[config.mk]
export PLATFORM = sky130hd
export DESIGN_NAME = imem_boot_ctrl
export DESIGN_NICKNAME = d
export VERILOG_FILES = /design/src/rtl/boot_pkg.sv /design/src/rtl/boot_word_packer.sv /design/src/rtl/imem_boot_ctrl.sv
export SDC_FILE = /design/constraint.sdc
export NUM_CORES = 1
export LEC_CHECK = 0
export ABC_AREA = 1
export CORE_MARGIN = 10
export CORE_UTILIZATION = 39
export CTS_CLUSTER_DIAMETER = 50
export DETAILED_ROUTE_END_ITERATION = 7
export PLACE_DENSITY = 0.67
export SYNTH_ARGS = -nofsm -noshare
export SYNTH_HDL_FRONTEND = slang
export SYNTH_SLANG_ARGS = --single-unit
export TNS_END_PERCENT = 50
[constraint.sdc]
create_clock -name i_clk -period 2.6 [get_ports i_clk]
set_input_delay 0.52 -clock i_clk [delete_from_list [all_inputs] [get_ports i_clk]]
set_output_delay 0.52 -clock i_clk [all_outputs]
set_load 0.01 [all_outputs]
[src/rtl/boot_pkg.sv]
// Shared types for the UART instruction-memory boot loader.
package boot_pkg;

  typedef enum logic [2:0] {
    IDLE = 3'd0,
    LEN  = 3'd1,
    DATA = 3'd2,
    CSUM = 3'd3,
    DONE = 3'd4,
    ERR  = 3'd5
  } boot_state_e;

  // Debug classification of why a frame ended in ERR.
  typedef enum logic [1:0] {
    ERR_LEN   = 2'd0,
    ERR_TMO   = 2'd1,
    ERR_CSUM  = 2'd2,
    ERR_ABORT = 2'd3
  } boot_err_e;

  localparam logic [3:0] FULL_BMASK = 4'b1111;

  function automatic logic [7:0] csum_add(input logic [7:0] acc, input logic [7:0] b);
    return acc + b;
  endfunction

endpackage

[src/rtl/boot_word_packer.sv]
// Assembles received bytes into little-endian 32-bit words; word_ready_o
// pulses combinationally with the 4th byte so word_o includes that byte.
module boot_word_packer (
  input  logic        clk_i,
  input  logic        rst_ni,
  input  logic        clr_i,
  input  logic        byte_valid_i,
  input  logic [7:0]  byte_i,
  output logic [1:0]  byte_idx_o,
  output logic        word_ready_o,
  output logic [31:0] word_o
);

  logic [23:0] buf_q, buf_d;
  logic [1:0]  idx_q, idx_d;

  // Earlier bytes shift toward the LSB so the first byte ends up in [7:0].
  always_comb begin
    buf_d = buf_q;
    idx_d = idx_q;
    if (clr_i) begin
      buf_d = 24'd0;
      idx_d = 2'd0;
    end else if (byte_valid_i) begin
      buf_d = {byte_i, buf_q[23:8]};
      idx_d = idx_q + 2'd1;
    end else begin
      buf_d = buf_q;
      idx_d = idx_q;
    end
  end

  // Byte buffer and lane index registers.
  always_ff @(posedge clk_i or negedge rst_ni) begin
    if (!rst_ni) begin
      buf_q <= 24'd0;
      idx_q <= 2'd0;
    end else begin
      buf_q <= buf_d;
      idx_q <= idx_d;
    end
  end

  assign byte_idx_o   = idx_q;
  assign word_ready_o = byte_valid_i && !clr_i && (idx_q == 2'd3);
  assign word_o       = {byte_i, buf_q};

endmodule

[src/rtl/imem_boot_ctrl.sv]
// UART boot-load sequencer: frames length + words + checksum from the RX
// byte stream, writes words to instruction memory and gates CPU reset.
module imem_boot_ctrl import boot_pkg::*; #(
  parameter int unsigned       ADDR_W      = 32,
  parameter logic [ADDR_W-1:0] BASE_WADDR  = '0,
  parameter int unsigned       MAX_WORDS   = 2048,
  parameter int unsigned       TIMEOUT_CYC = 1000000
) (
  input  logic              i_clk,
  input  logic              i_reset,
  input  logic              i_boot_en,
  input  logic              i_rx_valid,
  input  logic [7:0]        i_rx_data,
  output logic              o_mem_wren,
  output logic [ADDR_W-1:0] o_mem_addr,
  output logic [31:0]       o_mem_wdata,
  output logic [3:0]        o_mem_bmask,
  output logic              o_cpu_hold,
  output logic              o_boot_done,
  output logic              o_boot_err,
  output logic [31:0]       o_word_cnt
);

  boot_state_e       state_q, state_d;
  logic              boot_en_q;
  logic [31:0]       len_q, len_d;
  logic [7:0]        sum_q, sum_d;
  logic [31:0]       tmr_q, tmr_d;
  logic              wren_q, wren_d;
  logic [ADDR_W-1:0] addr_q, addr_d;
  logic [31:0]       wdata_q, wdata_d;
  logic [3:0]        bmask_q;
  logic [31:0]       cnt_q, cnt_d;
  logic              hold_q, done_q, done_d, err_q;

  logic              start_s, accept_s, rise_s, tmr_run_s, tmo_s;
  logic [1:0]        pk_idx_s;
  logic              pk_ready_s;
  logic [31:0]       pk_word_s;

  boot_word_packer u_packer (
    .clk_i        (i_clk),
    .rst_ni       (i_reset),
    .clr_i        (start_s),
    .byte_valid_i (accept_s),
    .byte_i       (i_rx_data),
    .byte_idx_o   (pk_idx_s),
    .word_ready_o (pk_ready_s),
    .word_o       (pk_word_s)
  );

  // Byte acceptance, restart edge and inter-byte timeout qualification.
  always_comb begin
    accept_s  = i_rx_valid && i_boot_en && (state_q inside {LEN, DATA, CSUM});
    rise_s    = i_boot_en && !boot_en_q;
    tmr_run_s = ((state_q == LEN) && (pk_idx_s != 2'd0)) || (state_q == DATA) || (state_q == CSUM);
    tmo_s     = tmr_run_s && !accept_s && (tmr_q >= 32'(TIMEOUT_CYC - 1));
  end

  // Next-state, framing bookkeeping and write-register load.
  always_comb begin
    state_d = state_q;
    len_d   = len_q;
    sum_d   = sum_q;
    tmr_d   = (tmr_run_s && !accept_s) ? tmr_q + 32'd1 : 32'd0;
    wren_d  = 1'b0;
    addr_d  = addr_q;
    wdata_d = wdata_q;
    cnt_d   = cnt_q;
    done_d  = done_q;
    start_s = 1'b0;

    case (state_q)
      IDLE: begin
        if (i_boot_en) begin
          state_d = LEN;
          start_s = 1'b1;
        end else begin
          state_d = DONE;
        end
      end
      LEN: begin
        if (!i_boot_en) begin
          state_d = ERR;
        end else if (accept_s && pk_ready_s) begin
          len_d = pk_word_s;
          if (pk_word_s == 32'd0) begin
            state_d = CSUM;
          end else if (pk_word_s > 32'(MAX_WORDS)) begin
            state_d = ERR;
          end else begin
            state_d = DATA;
          end
        end else if (tmo_s) begin
          state_d = ERR;
        end else begin
          state_d = LEN;
        end
      end
      DATA: begin
        if (!i_boot_en) begin
          state_d = ERR;
        end else if (accept_s) begin
          sum_d = csum_add(sum_q, i_rx_data);
          if (pk_ready_s) begin
            wren_d  = 1'b1;
            addr_d  = BASE_WADDR + ADDR_W'(cnt_q);
            wdata_d = pk_word_s;
            cnt_d   = cnt_q + 32'd1;
            if ((cnt_q + 32'd1) == len_q) begin
              state_d = CSUM;
            end else begin
              state_d = DATA;
            end
          end else begin
            state_d = DATA;
          end
        end else if (tmo_s) begin
          state_d = ERR;
        end else begin
          state_d = DATA;
        end
      end
      CSUM: begin
        if (!i_boot_en) begin
          state_d = ERR;
        end else if (accept_s) begin
          if (csum_add(sum_q, i_rx_data) == 8'd0) begin
            state_d = DONE;
            done_d  = 1'b1;
          end else begin
            state_d = ERR;
          end
        end else if (tmo_s) begin
          state_d = ERR;
        end else begin
          state_d = CSUM;
        end
      end
      DONE, ERR: begin
        if (rise_s) begin
          state_d = LEN;
          start_s = 1'b1;
        end else begin
          state_d = state_q;
        end
      end
      default: begin
        state_d = IDLE;
      end
    endcase

    if (start_s) begin
      len_d  = 32'd0;
      sum_d  = 8'd0;
      tmr_d  = 32'd0;
      cnt_d  = 32'd0;
      done_d = 1'b0;
    end else begin
      done_d = done_d;
    end
  end

  // State, framing and registered output update.
  always_ff @(posedge i_clk or negedge i_reset) begin
    if (!i_reset) begin
      state_q   <= IDLE;
      boot_en_q <= 1'b0;
      len_q     <= 32'd0;
      sum_q     <= 8'd0;
      tmr_q     <= 32'd0;
      wren_q    <= 1'b0;
      addr_q    <= BASE_WADDR;
      wdata_q   <= 32'd0;
      bmask_q   <= 4'b0000;
      cnt_q     <= 32'd0;
      hold_q    <= 1'b1;
      done_q    <= 1'b0;
      err_q     <= 1'b0;
    end else begin
      state_q   <= state_d;
      boot_en_q <= i_boot_en;
      len_q     <= len_d;
      sum_q     <= sum_d;
      tmr_q     <= tmr_d;
      wren_q    <= wren_d;
      addr_q    <= addr_d;
      wdata_q   <= wdata_d;
      bmask_q   <= wren_d ? FULL_BMASK : 4'b0000;
      cnt_q     <= cnt_d;
      hold_q    <= (state_d != DONE);
      done_q    <= done_d;
      err_q     <= (state_d == ERR);
    end
  end

  assign o_mem_wren  = wren_q;
  assign o_mem_addr  = addr_q;
  assign o_mem_wdata = wdata_q;
  assign o_mem_bmask = bmask_q;
  assign o_cpu_hold  = hold_q;
  assign o_boot_done = done_q;
  assign o_boot_err  = err_q;
  assign o_word_cnt  = cnt_q;

endmodule
==> results.md, run 1 <==
Clocking:
- The number of setup buffers added after CTS is 0.
- The number of buffers created by CTS is 25.
- The later pin in the worst-skew pair is clocked with a latency of 540 ps.
- The longest clock path from root to sink contains 3 buffers.
- After clock tree synthesis, the flow added hold-fix buffers numbering 0.
- The clock drives 202 sinks.
- Gates resized during post-CTS repair numbered 0.
- The CTS tree is built.
- The clock edge transition at the registers on the reported setup and hold paths is 60 ps.
- The H-tree depth is 1.
- The clock root buffer is clkbuf_16.

Placement:
- The worst slack after detailed placement is -209 ps.
- The detailed placement HPWL is 21.9 mm.
- Buffers placed on the I/O ports in this run total 115.
- At the end of routability-driven placement, the weighted congestion stood at 0.967.
- The placed instances occupy a cell area of 12000 sq um.
- The placed cell count is between 1500 and 2000.

Synthesis:
- The gate count of the mapped netlist is about 1300.
- The average size of a mapped cell is 7.83 sq um.
- The synthesized design contains 0 enable-type register cells.
- The commonest register cell after synthesis is dfrtp_1.
- The count of yosys warnings during synthesis is 0.
- For this run, the register share of the synthesized area comes to 49.1%.
- The count of unique library cells instantiated by Yosys is between 40 and 50.
- The number of nets in the synthesized netlist is between 1000 and 1500.
- The async set-reset flop share out of synthesis is between 90% and 100%.
- The cell area after synthesis is 10300 sq um.
- In this run, synthesis produced a sequential element count of 202.

Power and ir drop:
- The internal portion of total power is roughly 6.3 mW.
- Sequential cells burn 40.8% of the power.
- Summed over all nets, the switching power comes to 2.95 mW.
- The worst-case vdd ir drop is slightly below 0.5 mV.
- Summed over all cells, the static leakage comes to 5.67 nW.
- The combinational fraction of design power is 21.3%.
- The switching portion of total power is 32.0%.
- The share of total power dissipated in the clock network is 37.9%.
- Overall power consumption after layout is estimated at 9.22 mW.
- The power density normalized to cell area is 717 nW/um^2.

Setup path:
- STA classifies the critical path endpoint as a flop.
- In this run the worst setup path terminates at o_boot_err$_DFF_PN0_.
- The worst setup path is of the reg2reg kind.
- The startpoint of the worst setup timing path is o_word_cnt[0]$_DFFE_PN0P_.
- The required time of the critical path is 3070 ps.
- Data on the critical path arrives at its endpoint at 2840 ps.
- STA classifies the critical path startpoint as a flop.
- The cell count of the worst reg-to-reg path is 15.
- The endpoint identified for the worst register-to-register timing path is o_boot_err$_DFF_PN0_.
- Setup slack on the worst reg-to-reg path comes out at 230 ps.
- The worst-path maximum fanout is 6.
- The critical register-to-register path startpoint is o_word_cnt[0]$_DFFE_PN0P_.

Routing:
- The count of nets left with antenna violations once routing finished came out at 0.
- Dividing the detail-routed wire length by the instance count gives about 16 microns.
- After detailed routing, the number of vias per cell comes to 5.07.
- For this run, design rule violations remaining after detail routing come to 0.
- The pre-antenna-repair detailed-routing pass consisted of 5 iterations.
- The detailed router placed 9138 vias in this run.
- The sum of routed wire length over all layers is 29.0 mm.
- The violation count after the first detailed-route iteration is between 700 and 800.

Final layout:
- The repair_antennas step left the layout with diodes totalling 0.
- In the final layout, the share of cells above drive strength 1 is 8.32%.
- The area of all sequential standard cells is between 5000 and 6000 sq um.
- In the layout the commonest cells are 359 x nand2_1, 201 x dfrtp_1, 150 x inv_1.
- The library cell used most frequently in the layout, excluding fill and tap cells, is nand2_1.
- Excluding fillers, the count of instances in the completed layout stands at 1801.
- The multi-input combinational cells in the finished layout cover a total of 4460 sq um.
- The signed area change from the synthesized netlist to the final layout is 25.0%.
- Fill cells in the final layout number 2547.
- At the end of the flow, the number of nets in the layout was 1473.
- The finished cells cover roughly 13000 sq um.

STA:
- The final critical path takes up 91.2% of the cycle.
- The final critical path time including I/O delays and setup is 2370 ps.
- The worst-case hold slack is about 9.3 ps.
- The final clock skew is 17.8 ps.
- The final setup violation count is 0.
- The worst slew margin relative to its limit is about three fifths.
- The max-slew violation count is 0.
- For this run, the top clock speed supported by timing is 422 MHz.
- Setup repair after global routing left no endpoint under its margin.
- The worst path setup slack after routing is 229 ps.
- The final number of hold-violating endpoints was 0.
- The slew at the pin with the worst max-slew slack is 608 ps.

Worst hold path:
- The min-delay analysis places its worst path in the category in2async.

Run status:
- The run finished with clean final reports.

Floorplan:
- The initial core utilization is approximately 40%.
- The die boundary height is 182 microns.
- The count of standard-cell rows is between 50 and 60.
- In this run the horizontal extent of the chip is 182 microns.
- The die outline area is 33300 sq um.
- In this run the count of I/O pins placed on the die edge is 116.
- The floorplan core area is 26000 sq um.

Global route:
- The initial antenna violation count is 0.
- Entering global routing, the biggest net connects 73 pins.
- Global routing finished with a remaining overflow of 0.
- The first global-routing pass estimated about 47 mm of wire.
- The overall routing resource usage is between 10% and 20%.
- The number of global-route vias before repair was 8892.

Flow run:
- Across the run, the number of max-cap violations was 0.
[worst min-delay path by stage]
stage | endpoint | slack [ps] | cells past startpoint
2_1_floorplan | boot_en_q$_DFF_PN0_ | 220 | 0
3_3_place_gp | o_mem_addr[10]$_DFFE_PN0P_ | 470 | 2
3_5_place_dp | o_mem_addr[12]$_DFFE_PN0P_ | 470 | 2
4_1_cts | o_mem_addr[19]$_DFFE_PN0P_ | 20 | 1
5_1_grt | o_mem_addr[27]$_DFFE_PN0P_ | 50 | 1
6_report | o_word_cnt[19]$_DFFE_PN0P_ | 9 | 1
[cells by family (layout without fill, tap and decap cells)]
kind of cell	Yosys count	after routing	share of synthesized area, %
flops	202	202	49.1
xor+xnor	23	23	2.22
compound gates	204	204	11.0
buf+inv	202	353	7.66
simple gates	672	672	28.4
fa+ha+maj	12	12	1.53
[worst max-delay path: stages (launching register included)]
cell	delay, ps
dfrtp_1	450
ha_1	220
nand2_1	130
nor2_4	180
nand2_1	130
nor2_1	220
nand2_1	110
nand2_1	130
nand2_1	60
nand2_1	50
nand2_1	40
nor2_1	100
nand2_1	80
nor2_2	100
nand3_2	140
a21oi_2	150
[area by class of cell]
cell class | count | area share (%)
Timing Repair Buffer | 148 | 11.6
Multi-Input combinational cell | 911 | 34.7
Inverter | 161 | 4.73
Clock buffer | 32 | 5.30
Sequential cell | 202 | 39.3
Clock inverter | 12 | 1.18
Tap cell | 335 | 3.26
[stage by stage]
| stage | TNS, ps | utilization, % |
|---|---|---|
| 2_1_floorplan | 0 | - |
| 3_3_place_gp | -440 | 46.3 |
| 4_1_cts | 0 | 49.5 |
| 6_report | 0 | 49.5 |
| 3_5_place_dp | -619 | 46.3 |
| 5_1_grt | 0 | 49.5 |
[power groups by stage]
stage	clock [mW]	combinational, mW	sequential [mW]
after global routing	3.68	2.23	3.81
after global placement	0	1.92	3.80
after floorplan	0	1.24	3.74
after detailed placement	0	1.96	3.81
after CTS	3.57	1.98	3.75
final	3.50	1.97	3.76
[cells in the mapped netlist (15+ instances only)]
cell type	n	area share [%]
a21oi_1	16	0.78
inv_1	150	5.5
nand4_1	15	0.91
nand3_1	108	5.3
nor3_1	18	0.88
o22ai_1	29	1.8
nand2_1	359	13
nor2_1	129	4.7
o21ai_0	106	5.2
o21ai_1	29	1.4
clkbuf_1	22	0.80
dfrtp_1	201	49
[per-layer routing]
| metal | global-route usage, % | vias to the layer above | share of wire [%] |
|---|---|---|---|
| met2 | 27.0 | 252 | 44 |
| met1 | 23.3 | 4310 | 47 |
| met5 | 0 | - | 0 |
| li1 | - | 4541 | - |
| met3 | 3.96 | 35 | 6.8 |
| met4 | 4.65 | 0 | 2.3 |
[flip-flops by register name, summed over array words and instances, names as in the netlist, 2 cells and up]
signal and flops:
len_q 32, o_mem_addr 32, o_mem_wdata 32, o_word_cnt 32, state_q 3, sum_q 8
tmr_q 32, u_packer.buf_q 24, u_packer.byte_idx_o 2
(Power assumes the default switching activity.)
==> inputs of run 2 (changes only) <==
--- a/config.mk
+++ b/config.mk
@@ -11,6 +11,7 @@
 export CTS_CLUSTER_DIAMETER = 50
 export DETAILED_ROUTE_END_ITERATION = 7
 export PLACE_DENSITY = 0.67
+export REMOVE_ABC_BUFFERS = 1
 export SYNTH_ARGS = -nofsm -noshare
 export SYNTH_HDL_FRONTEND = slang
 export SYNTH_SLANG_ARGS = --single-unit
==> run 2 against run 1 <==
Clock skew decreased by 7.2 ps. Sequential power about the same. Critical path depth decreased by 3. Critical endpoint unchanged. Count of clock-buffer cells in the layout up 6. First-iteration DRC count rose by 2.1%. Utilization is 0.62 points higher. Register-to-register slack improved by 20 ps. Sequential share of layout area decreased by 0.48 points.
==> results.md, run 2 (synthesized netlist as in run 1, its figures left out) <==
Run status:
- Result of the run: completed (unchanged).

Clocking:
- The number of buffers created by CTS was 28 (was 25).
- The H-tree depth is 1 (unchanged).
- The clock root buffer is clkbuf_16 (unchanged).
- The maximum clock path buffer count is 3 (unchanged).
- The clock latency on the worst-skew pair is 540 ps (about the same).
- The number of clock sinks is 202 (unchanged).
- The clock edge transition at the registers on the reported setup and hold paths is 60 ps (about the same).
- The CTS tree is built (unchanged).

Power and ir drop:
- The leakage power summed over all cells is 5.74 nW (was 5.67 nW).
- The worst-case vdd ir drop was 0.571 mV (was 0.494 mV).
- The power density normalized to cell area is 748 nW/um^2 (was 717 nW/um^2).

Placement:
- The detailed placement HPWL is 21.6 mm (was 21.9 mm).
- The count of input and output buffers was 115 (unchanged).
- The global placement routability congestion is 0.893 (was 0.967).
- The total placed instance area is 12000 sq um (about the same).

STA:
- The period utilization is 90.3% (was 91.2%).
- The slew at the pin with the worst max-slew slack is 510 ps (was 608 ps).
- Unrepaired setup endpoints after global routing: no (unchanged).
- The final clock skew is 10.6 ps (was 17.8 ps).
- The final number of hold-violating endpoints is 0 (unchanged).
- The final setup violation count is 0 (unchanged).
- The sum of negative setup slack was 0 ps (unchanged).
- The worst slew margin relative to its limit is 66.0% (was 59.5%).
- The final critical path time including I/O delays and setup is 2350 ps (was 2370 ps).
- The max-slew violation count is 0 (unchanged).
- The upper clock frequency limit is 426 MHz (was 422 MHz).

Floorplan:
- The count of standard-cell rows was 59 (unchanged).
- The die boundary height is 182 microns (unchanged).
- The floorplan core area is 26000 sq um (unchanged).
- The number of top-level pins is 116 (unchanged).
- The initial core utilization is 39.6% (unchanged).
- The width of the chip is 182 microns (unchanged).
- The die outline area came to 33300 sq um (unchanged).

Routing:
- The number of antenna-violating nets in the routed design is 0 (unchanged).
- The total via count after detailed routing came to 9190 (was 9138).
- The average wire per standard cell is 16.0 microns (was 16.1 microns).
- The number of vias per cell after detailed routing is 5.09 (was 5.07).
- The DRC violation count after routing is 0 (unchanged).
- The sum of routed wire length over all layers is 28.9 mm (was 29.0 mm).
- The number of iterations in the first detailed-routing pass is 7 (was 5).
- The violation count after the first detailed-route iteration is 741 (was 726).

Setup path:
- The startpoint of the worst setup timing path is o_word_cnt[10]$_DFFE_PN0P_ (was o_word_cnt[0]$_DFFE_PN0P_).
- The critical register-to-register path startpoint is o_word_cnt[10]$_DFFE_PN0P_ (was o_word_cnt[0]$_DFFE_PN0P_).
- The worst-path cell with the longest stage delay is dfrtp_1 (unchanged).
- The required time of the critical path is 3060 ps (was 3070 ps).
- The worst-path maximum fanout is 6 (unchanged).
- The critical path class is reg2reg (unchanged).
- The kind of start point of the critical path is a flop (unchanged).
- Cell-by-cell listing of the critical path: nand2_1 -> nor2_1 -> nand2_1 -> nor2_1 -> nand3_1 -> nand3_1 -> nand2_1 -> nor2_1 -> nand2_1 -> nor2_1 -> nand3_2 -> a21oi_2 (was ha_1 -> nand2_1 -> nor2_4 -> nand2_1 -> nor2_1 -> nand2_1 -> nand2_1 -> nand2_1 -> nand2_1 -> nand2_1 -> nor2_1 -> nand2_1 -> nor2_2 -> nand3_2 -> a21oi_2).
- The largest incremental delay on the critical path is 470 ps (was 450 ps).
- The endpoint arrival time on the critical path is 2800 ps (was 2840 ps).
- The critical path endpoint category was a flop (unchanged).

Global route:
- The number of global-route vias before repair is 8979 (was 8892).
- The maximum number of pins on one net before global-route repair is 65 (was 73).
- The first-pass GRT wire length is 47.7 mm (was 47.3 mm).
- The initial antenna violation count is 0 (unchanged).
- The overall routing resource usage is 17.2% (about the same).
- The aggregate global routing overflow is 0 (unchanged).

Flow run:
- The max-cap check violation count came to 0 (unchanged).

Final layout:
- The count of nets after finishing is 1473 (unchanged).
- Commonest cells after routing, fill and taps aside: 359 x nand2_1, 200 x dfrtp_1, 150 x inv_1 (was 359 x nand2_1, 201 x dfrtp_1, 150 x inv_1).
- The antenna cell count is 0 (unchanged).
- The final instance area is 13000 sq um (was 12900 sq um).
- The most frequent standard cell in the layout excluding fill and tap cells is nand2_1 (unchanged).
- The signed area change from the synthesized netlist to the final layout was 26.6% (was 25.0%).
- The proportion of layout cells with a drive suffix above 1 is 8.91% (was 8.32%).

Worst hold path:
- The worst hold path startpoint is o_mem_wdata[5]$_DFFE_PN0P_.
- The worst hold-check path type was reg2reg (was in2async).
[run 2: worst paths after layout]
path | to | slack (ps) | cells past startpoint
max in group asynchronous | tmr_q[19]$_DFF_PN0_ | 1320 | 3
min | o_mem_wdata[5]$_DFFE_PN0P_ | 480 | 2
max | o_boot_err$_DFF_PN0_ | 250 | 12
max reg2reg | o_boot_err$_DFF_PN0_ | 250 | 12
min reg2reg | o_mem_wdata[5]$_DFFE_PN0P_ | 480 | 2
min in group asynchronous | o_word_cnt[6]$_DFFE_PN0P_ | 520 | 2
[run 2: worst max-delay path, delay by kind of cell (launching register included)]
kind             cells  cell delay (ps)
AND/OR/NAND/NOR     11             1640
AO/OA/AOI/OAI        1              150
flip-flops           1              470
[run 2: layout make-up]
class	instances	area [sq um]
clock buffer	38	820
clock inverter	14	196
fill	2463	13000
inverter	161	608
multi-input combinational	911	4470
sequential	202	5060
tap	335	419
timing repair buffer	145	1460
[run 2: repair_timing]
action / in CTS / in global routing
resized for setup: 0 / 4
setup endpoints to repair: 0 / 3
endpoints found under the hold margin: 44 / 0
hold buffers: 1 / 0
buffers inserted: 0 / 2
[run 2: report_power, final]
part           switching [mW]  internal, mW  total, mW
Clock                    1.46          2.61       4.07
Combinational            1.27         0.665       1.93
Sequential              0.232          3.51       3.74
Total                    2.96          6.79       9.75
[run 2: layer usage]
| layer | up-vias | routed length, microns | global-route usage [%] |
|---|---|---|---|
| met3 | 59 | 1670 | 2.93 |
| met1 | 4362 | 12600 | 22.5 |
| met5 | - | 0 | 0 |
| li1 | 4543 | - | - |
| met4 | 0 | 792 | 5.21 |
| met2 | 226 | 13900 | 28.4 |
[run 2: stage by stage]
| step | worst slack [ps] | utilization, % | total power, mW | hold slack, ps | instances |
|---|---|---|---|---|---|
| 2_1_floorplan | -108 | - | 4.93 | 224 | 1274 |
| 3_3_place_gp | -160 | 46.1 | 5.68 | 467 | 1751 |
| 3_5_place_dp | -167 | 46.1 | 5.71 | 473 | 1751 |
| 4_1_cts | 151 | 50.0 | 9.81 | 488 | 1804 |
| 5_1_grt | 6.81 | 50.1 | 10.2 | 499 | 1806 |
| 6_report | 253 | 50.1 | 9.75 | 482 | 1806 |
==> inputs of run 3 (changes only) <==
--- a/config.mk
+++ b/config.mk
@@ -10,7 +10,7 @@
 export CORE_UTILIZATION = 39
 export CTS_CLUSTER_DIAMETER = 50
 export DETAILED_ROUTE_END_ITERATION = 7
-export PLACE_DENSITY = 0.67
+export PLACE_DENSITY = 0.69
 export REMOVE_ABC_BUFFERS = 1
 export SYNTH_ARGS = -nofsm -noshare
 export SYNTH_HDL_FRONTEND = slang
==> constraint.sdc (replaced) <==
create_clock -name i_clk -period 2.1 [get_ports i_clk]
set_input_delay 0.42 -clock i_clk [delete_from_list [all_inputs] [get_ports i_clk]]
set_output_delay 0.42 -clock i_clk [all_outputs]
set_load 0.01 [all_outputs]
==> run 3 against run 2 <==
The run now ends with setup timing left. Final cell count up 5.1%. Combinational power grew 35%. Register-to-register slack worse by 330 ps. Setup slack got worse by 330 ps. Highest routed layer unchanged. First-iteration DRC count rose by 9.4%. Largest cell class unchanged. Global-route usage fell by 0.098 points. Flip-flop and latch count did not move. Via count rose by 4.2%.
==> results.md, run 3 (synthesized netlist as in run 1, its figures left out) <==
Setup path:
- The startpoint of the worst setup timing path is o_word_cnt[1]$_DFFE_PN0P_ (was o_word_cnt[10]$_DFFE_PN0P_).
- The cell count of the worst reg-to-reg path is 16 (was 12).
- The worst-case register-to-register setup slack is -80 ps (was 250 ps).
- The endpoint of the most critical register-to-register path was o_boot_err$_DFF_PN0_ (unchanged).
- The critical register-to-register path startpoint is o_word_cnt[1]$_DFFE_PN0P_ (was o_word_cnt[10]$_DFFE_PN0P_).
- The required time of the critical path is 2560 ps (was 3060 ps).
- The worst-path maximum fanout is 5 (was 6).
- The critical path capture point was o_boot_err$_DFF_PN0_ (unchanged).
- The critical path endpoint category is a flop (unchanged).
- The kind of start point of the critical path is a flop (unchanged).
- The endpoint arrival time on the critical path is 2640 ps (was 2800 ps).
- The critical path class is reg2reg (unchanged).

Final layout:
- The non-filler instance count after layout is 1899 (was 1806).
- The area of all sequential standard cells is 5060 sq um (about the same).
- The core utilization of the finished layout is 53.6% (was 50.1%).
- The layout filler cell count is 2418 (was 2463).
- The count of nets after finishing is 1567 (was 1473).
- The antenna cell count is 0 (unchanged).
- The most frequent standard cell in the layout excluding fill and tap cells is nand2_1 (unchanged).
- The signed area change from the synthesized netlist to the final layout is 35.3% (was 26.6%).
- The proportion of layout cells with a drive suffix above 1 is 16.6% (was 8.91%).
- The combined area of the multi-input logic cells is 4660 sq um (was 4470 sq um).
- Commonest cells after routing, fill and taps aside: 343 x nand2_1, 196 x dfrtp_1, 149 x inv_1 (was 359 x nand2_1, 200 x dfrtp_1, 150 x inv_1).

Flow run:
- The max-cap check violation count was 0 (unchanged).

Global route:
- The first-pass GRT wire length came to 47.6 mm (was 47.7 mm).
- The number of global-route vias before repair is 9317 (was 8979).
- The aggregate global routing overflow was 0 (unchanged).
- The initial antenna violation count was 0 (unchanged).
- The maximum number of pins on one net before global-route repair was 62 (was 65).
- The overall routing resource usage came to 17.1% (was 17.2%).

Power and ir drop:
- The leakage power summed over all cells came to 6.38 nW (was 5.74 nW).
- The clock network fraction of total power is 39.0% (was 41.8%).
- The worst-case vdd ir drop came to 0.632 mV (was 0.571 mV).
- The share of total power in sequential cells is 39.1% (was 38.4%).
- The power density normalized to cell area is 852 nW/um^2 (was 748 nW/um^2).
- The internal portion of total power was 8.13 mW (was 6.79 mW).
- The reported net switching power is 3.73 mW (was 2.96 mW).
- The switching portion of total power is 31.5% (was 30.3%).
- The overall power after layout was 11.9 mW (was 9.75 mW).
- The combinational fraction of design power is 21.9% (was 19.8%).

Routing:
- The number of vias per cell after detailed routing was 5.04 (was 5.09).
- The number of antenna-violating nets in the routed design was 0 (unchanged).
- The average wire per standard cell is 15.4 microns (was 16.0 microns).
- The DRC violation count after routing is 0 (unchanged).
- The violation count after the first detailed-route iteration is 811 (was 741).
- The total via count after detailed routing is 9579 (was 9190).
- The number of iterations in the first detailed-routing pass was 5 (was 7).
- The sum of routed wire length over all layers is 29.3 mm (was 28.9 mm).

Placement:
- The detailed placement HPWL is 22.0 mm (was 21.6 mm).
- The global placement routability congestion came to 0.935 (was 0.893).
- The placed cell count is 1836 (was 1751).
- The count of input and output buffers is 115 (unchanged).

Clocking:
- The number of buffers created by CTS is 28 (unchanged).
- The H-tree depth was 1 (unchanged).
- The clock root buffer is clkbuf_16 (unchanged).
- The number of clock sinks came to 202 (unchanged).
- The clock latency on the worst-skew pair is 550 ps (was 540 ps).
- The clock edge transition at the registers on the reported setup and hold paths came to 60 ps (about the same).
- The CTS tree is built (unchanged).
- The maximum clock path buffer count came to 3 (unchanged).

STA:
- The worst slew margin relative to its limit is 68.3% (was 66.0%).
- The worst-case hold slack is 404 ps (was 482 ps).
- The final number of hold-violating endpoints is 0 (unchanged).
- The max-slew violation count is 0 (unchanged).
- The period utilization is 104% (was 90.3%).
- The worst path setup slack after routing is -79.2 ps (was 253 ps).
- The upper clock frequency limit is 459 MHz (was 426 MHz).
- The slew at the pin with the worst max-slew slack came to 471 ps (was 510 ps).
- Unrepaired setup endpoints after global routing: yes (was no).
- The final setup violation count is 3 (was 0).
- The sum of negative setup slack was -124 ps (was 0 ps).
- The final critical path time including I/O delays and setup is 2180 ps (was 2350 ps).
- The final clock skew is 24.4 ps (was 10.6 ps).

Floorplan:
- The initial core utilization came to 39.6% (unchanged).
- The number of top-level pins came to 116 (unchanged).
- The width of the chip is 182 microns (unchanged).
- The floorplan core area is 26000 sq um (unchanged).
- The die outline area came to 33300 sq um (unchanged).
- The die boundary height is 182 microns (unchanged).
- The count of standard-cell rows came to 59 (unchanged).

Run status:
- Result of the run: complete, but fails checks (was completed).
- The checks that failed: setup timing.

Worst hold path:
- The worst hold-check path type is in2async (was reg2reg).
==> run 3: area by class of cell <==
class,count,area share [%]
sequential,202,36.3
multi-input combinational,911,33.5
timing repair buffer,239,16.1
clock buffer,38,5.74
inverter,161,4.37
tap,335,3.01
clock inverter,13,0.916
==> run 3: power by group through the flow <==
stage	clock network, mW	logic [mW]	registers, mW
after floorplan	0	1.46	4.64
after global placement	0	2.52	4.68
after detailed placement	0	2.55	4.69
after CTS	4.71	2.56	4.63
after global routing	4.87	2.93	4.69
final	4.63	2.60	4.64
==> run 3: repair_timing <==
action,in CTS,in global routing
gates resized for setup,11,59
endpoints found under the hold margin,39,0
gates cloned,0,0
pin swaps,4,27
setup endpoints to repair,7,43
buffers inserted,1,10
hold buffers,1,0
==> run 3: per-stage QoR <==
step           area (sq um)  setup WS (ps)
2_1_floorplan         10100           -608
3_3_place_gp          12700           -584
3_5_place_dp          12700           -620
4_1_cts               13600          -27.5
5_1_grt               13900           -261
6_report              13900          -79.2
==> run 3: worst max-delay path: stages, from the launching register on <==
cell	delay [ps]
dfrtp_1	360
ha_2	190
nand2_2	70
nor2_4	230
nand2_4	120
nor2_4	210
buf_6	130
nand2_2	40
nand2_2	60
nand2_2	50
nand2_1	60
nand2_1	50
inv_1	40
nand3_1	50
nor2_1	130
nand3_2	140
a21oi_2	160
==> run 3: per-layer routing <==
| layer | global-route usage, % | vias up | wire length [microns] |
|---|---|---|---|
| li1 | - | 4717 | - |
| met1 | 21.5 | 4507 | 12600 |
| met2 | 28.4 | 281 | 14000 |
| met3 | 3.36 | 74 | 1820 |
| met4 | 6.02 | 0 | 936 |
| met5 | 0 | - | 0 |
==> run 3: worst min path at each step <==
stage                  from                        end  slack, ps  cells after the start
floorplan           i_reset        boot_en_q$_DFF_PN0_        120                      0
CTS                 i_reset  o_word_cnt[4]$_DFFE_PN0P_        400                      2
detailed placement  i_reset  o_word_cnt[5]$_DFFE_PN0P_        380                      1
global route        i_reset  o_word_cnt[5]$_DFFE_PN0P_        450                      2
finish              i_reset  o_word_cnt[4]$_DFFE_PN0P_        400                      2
global placement    i_reset  o_word_cnt[5]$_DFFE_PN0P_        370                      1
